===== config.mk =====
export PLATFORM = sky130hd
export DESIGN_NAME = register_file_write_arbiter
export DESIGN_NICKNAME = d
export VERILOG_FILES = /design/src/rtl/register_file_write_arbiter.sv
export SDC_FILE = /design/constraint.sdc
export NUM_CORES = 1
export LEC_CHECK = 0
export ABC_AREA = 1
export CAP_MARGIN = 5
export CORE_UTILIZATION = 31
export CTS_CLUSTER_SIZE = 25
export DETAILED_ROUTE_END_ITERATION = 16
export MAX_ROUTING_LAYER = met4
export PLACE_DENSITY_LB_ADDON = 0.15
export SLEW_MARGIN = 20
export SYNTH_ARGS = -nofsm -noshare
export SYNTH_HDL_FRONTEND = slang
export SYNTH_SLANG_ARGS = --single-unit
export TNS_END_PERCENT = 50

===== constraint.sdc =====
create_clock -name CLK -period 1.5 [get_ports CLK]
set_clock_uncertainty 0.2 [all_clocks]
set_input_delay 0.3 -clock CLK [delete_from_list [all_inputs] [get_ports CLK]]
set_output_delay 0.3 -clock CLK [all_outputs]
set_load 0.02 [all_outputs]

===== src/rtl/register_file_write_arbiter.sv =====
// Round-robin arbiter sharing the register file write port between clients A and B.
// Define RF_ARB_CLEAR_EN to compile in the clear_req port and the zero-fill sweep.
module register_file_write_arbiter #(
    parameter int NREG = 32,
    parameter int AW   = 5,
    parameter int DW   = 32
) (
    input  logic          CLK,
    input  logic          RST,
    input  logic          a_valid,
    input  logic [AW-1:0] a_sel,
    input  logic [DW-1:0] a_dat,
    output logic          a_ready,
    input  logic          b_valid,
    input  logic [AW-1:0] b_sel,
    input  logic [DW-1:0] b_dat,
    output logic          b_ready,
`ifdef RF_ARB_CLEAR_EN
    input  logic          clear_req,
`endif
    output logic          busy,
    output logic          rf_WEN,
    output logic [AW-1:0] rf_wsel,
    output logic [DW-1:0] rf_wdat,
    output logic          last_grant
);

    // Highest register index; NREG == 2**AW so this is also the select mask.
    localparam logic [AW-1:0] LAST_IDX = AW'(NREG - 1);

    logic          ptr_q, ptr_d;
    logic          last_grant_q, last_grant_d;
    logic          wen_q, wen_d;
    logic [AW-1:0] wsel_q, wsel_d;
    logic [DW-1:0] wdat_q, wdat_d;
    logic          arb_open;
    logic          a_fire, b_fire;

`ifdef RF_ARB_CLEAR_EN
    localparam logic [0:0] ST_IDLE  = 1'b0;
    localparam logic [0:0] ST_CLEAR = 1'b1;

    logic [0:0]    state_q, state_d;
    logic [AW-1:0] idx_q, idx_d;

    // A pending clear request wins over both clients in the cycle it is seen.
    assign arb_open = !RST && (state_q == ST_IDLE) && !clear_req;
    assign busy     = (state_q == ST_CLEAR);
`else
    assign arb_open = !RST;
    assign busy     = 1'b0;
`endif

    assign a_ready = arb_open && a_valid && (!b_valid || (ptr_q == 1'b0));
    assign b_ready = arb_open && b_valid && (!a_valid || (ptr_q == 1'b1));
    assign a_fire  = a_valid && a_ready;
    assign b_fire  = b_valid && b_ready;

    always_comb begin
        ptr_d        = ptr_q;
        last_grant_d = last_grant_q;
        wen_d        = 1'b0;
        wsel_d       = wsel_q;
        wdat_d       = wdat_q;

        // Register 0 is hardwired to zero: the handshake completes but no write is issued.
        if (a_fire) begin
            ptr_d        = 1'b1;
            last_grant_d = 1'b0;
            wsel_d       = a_sel & LAST_IDX;
            wdat_d       = a_dat;
            wen_d        = (a_sel != '0);
        end else if (b_fire) begin
            ptr_d        = 1'b0;
            last_grant_d = 1'b1;
            wsel_d       = b_sel & LAST_IDX;
            wdat_d       = b_dat;
            wen_d        = (b_sel != '0);
        end

`ifdef RF_ARB_CLEAR_EN
        state_d = state_q;
        idx_d   = idx_q;
        case (state_q)
            ST_IDLE: begin
                if (clear_req) begin
                    state_d = ST_CLEAR;
                    idx_d   = AW'(1);
                    wen_d   = 1'b1;
                    wsel_d  = AW'(1);
                    wdat_d  = '0;
                end
            end
            ST_CLEAR: begin
                // idx_q is the register being written this cycle; queue up the next one.
                if (idx_q == LAST_IDX) begin
                    state_d = ST_IDLE;
                end else begin
                    idx_d  = idx_q + AW'(1);
                    wen_d  = 1'b1;
                    wsel_d = idx_q + AW'(1);
                    wdat_d = '0;
                end
            end
            default: state_d = ST_IDLE;
        endcase
`endif
    end

    always_ff @(posedge CLK) begin
        if (RST) begin
            ptr_q        <= 1'b0;
            last_grant_q <= 1'b0;
            wen_q        <= 1'b0;
            wsel_q       <= '0;
            wdat_q       <= '0;
`ifdef RF_ARB_CLEAR_EN
            state_q      <= ST_IDLE;
            idx_q        <= '0;
`endif
        end else begin
            ptr_q        <= ptr_d;
            last_grant_q <= last_grant_d;
            wen_q        <= wen_d;
            wsel_q       <= wsel_d;
            wdat_q       <= wdat_d;
`ifdef RF_ARB_CLEAR_EN
            state_q      <= state_d;
            idx_q        <= idx_d;
`endif
        end
    end

    assign rf_WEN     = wen_q;
    assign rf_wsel    = wsel_q;
    assign rf_wdat    = wdat_q;
    assign last_grant = last_grant_q;

endmodule


==> summary.txt <==
Status
  • Status: finished with violations
  • Violated checks: negative setup slack

Logic synthesis
  • Post-Syn Nets: 436
  • Yosys warns: 0
  • Top_reg_cell synth: dfxtp_1
  • Mapped Area: 2310 um^2
  • Avg Inst Size Synth: 6.45 um^2
  • Register bit total from synthesis: 40
  • Post-synth top area share: 34.7%
  • Post-synth EDFFs: 0
  • Cell variety after synth: 16
  • Commonest cells in the synthesized netlist: nand2_1, nor2_1, dfxtp_1, nand3b_1, nand4_1
  • Synthesized instance count: 358
  • Register area share after synthesis: 34.7%
  • Cell with the most instances after synthesis: nand2_1
  • Share of synthesized registers carrying an async set or reset: 0%
  • Synth top area cells: dfxtp_1, nand2_1, nor2_1
  • Post-synth top area cell: dfxtp_1

Timing
  • Fmax: 639 MHz
  • Setup TNS: -115 ps
  • Hold_ws: 287 ps
  • Min Clock Period, post-route: 1570 ps
  • Final Slew Violations: 0
  • Setup violators final: 2
  • Final critical-path share of the clock period: 104%
  • Worst Slack Setup Final: -65.8 ps
  • Fin. Hold Viols: 0
  • RSZ-0062 raised after global routing: true

Pwr
  • Leak: 1.83 nW
  • Pwr/cell area: 788 nW/um^2
  • Final Power: 2.95 mW
  • Worst IR Drop VDD: 0.000316 V

Final layout
  • # diodes: 0
  • Area taken by flip-flops and latches: 805 um^2
  • Layout cells sized above 1: 8.26%
  • Fillers: 763
  • Area occupied by multi-input gates: 1320 um^2
  • Final instance area: 3740 um^2
  • Syn-to-layout area delta: 61.9%
  • Fin cells: 571
  • Layout Utilization: 51.8%
  • Layout Nets: 549

Worst setup path
  • Critical path peak fanout: 3
  • Startpoint Class: flop
  • Critical path class: reg2out
  • Reg2Reg Setup Slack: 30 ps
  • Worst path required time: 1000 ps
  • Worst Path Arrival: 1070 ps
  • Crit. End Element: output port

Detailed routing
  • Drt first pass iters: 6
  • Antenna-violating nets left: 0
  • Final WL: 7120 um
  • Vias/cell: 4.60
  • Drt wl/cell: 12.5 um
  • DR iter-0 viols: 82
  • Post-route DRC violation count: 0
  • Vias post-DR: 2628

Floorplanning
  • Initial Util: 32.0%
  • Ports: 120
  • Die footprint: 7800 um^2
  • Chip height: 88.3 um
  • Chip Width: 88.3 um
  • # rows: 31
  • Core box area: 7210 um^2

Global route
  • Grt met1 use: 25.4%
  • Vias in the first global route: 2303
  • Busiest grt layer: met2
  • Global route overflow: 0
  • GR Util met2: 29.0%
  • Overall routing resource usage: 19.1%
  • First-pass GRT wire length: 11200 um
  • Largest net degree at the start of global routing: 41
  • Initial antenna violation count: 0
  • Met3 Use GR: 5.04%

CTS
  • Root buffer cell: clkbuf_8
  • CTS buffer count: 5
  • Worst-Skew Late Latency: 280 ps
  • Sink Count: 40
  • Clock transition at path regs: 80 ps
  • Htree depth: 2
  • CTS Hold Bufs: 0
  • CTS tree: done
  • Clock tree buffer depth: 2

Placement
  • Number of port buffers: 118
  • DP HPWL: 4650 um
  • Placed Area: 3560 um^2
  • RePlAce Congestion: 0.773
  • # placed instances: 558
  • Worst slack, placed: -728 ps

Run
  • MaxCap Viol Count: 0

Worst hold path
  • Hold WC Path Type: reg2reg
-- state kept, by name, summed over array words and instances (netlist names) --
signal / cells
rf_WEN: 1
ptr_q: 1
rf_wdat: 32
rf_wsel: 5
last_grant: 1
-- worst max-delay path, cell delays in order, from the launching register on --
cell and delay (ps):
dfxtp_4 360, nand2_4 70, nand3_4 70, buf_6 130, inv_4 40, buf_6 100
-- worst paths after layout --
kind / from / to / cells after the start
worst max-delay path: ptr_q / a_ready / 5
worst min-delay path: last_grant / last_grant / 2
worst max register to register: ptr_q / rf_wsel[2] / 8
worst min register to register: last_grant / last_grant / 2
-- layer usage --
metal | wire length [um] | share of wire [%] | vias to the layer above
met2 | 3350 | 47 | 80
met4 | 42 | 0.59 | 0
met3 | 453 | 6.4 | 4
met5 | 0 | 0 | -
met1 | 3280 | 46 | 1163
li1 | - | - | 1381
-- kinds of logic after synthesis --
| family | after synthesis | synth area share (%) |
|---|---|---|
| AND/OR/NAND/NOR | 274 | 54.8 |
| flip-flops | 40 | 34.7 |
| buffers and inverters | 39 | 9.48 |
| AO/OA/AOI/OAI | 4 | 0.866 |
| other | 1 | 0.162 |
-- what timing repair did --
item | in CTS | in global routing
gates cloned | 1 | 0
buffers inserted | 6 | 1
resized for setup | 70 | 22
pin swaps | 2 | 5
setup endpoints to repair | 78 | 50
-- final cells by class --
class	count	area share, %
inverter	7	0.770
multi-input combinational	279	35.2
sequential	40	21.5
clock buffer	8	2.41
timing repair buffer	138	36.7
tap	99	3.31
-- power breakdown --
group / switching, mW / leakage, nW / total [mW] / internal, mW
sequential: 0.0426 / 0.332 / 1.20 / 1.16
clock: 0.361 / 0.0455 / 0.737 / 0.375
combinational: 0.503 / 1.45 / 1.01 / 0.504
-- placed cells by master, fill, tap and decap left out, types with 7 or more instances in the layout --
cell type / instances
buf_4: 10
buf_6: 7
clkdlybuf4s15_1: 10
clkdlybuf4s50_1: 74
dfxtp_1: 39
dlygate4sd2_1: 31
nand2_1: 116
nand3b_1: 37
nand4_1: 37
nor2_1: 79
Power figures use the tool's default switching activity.
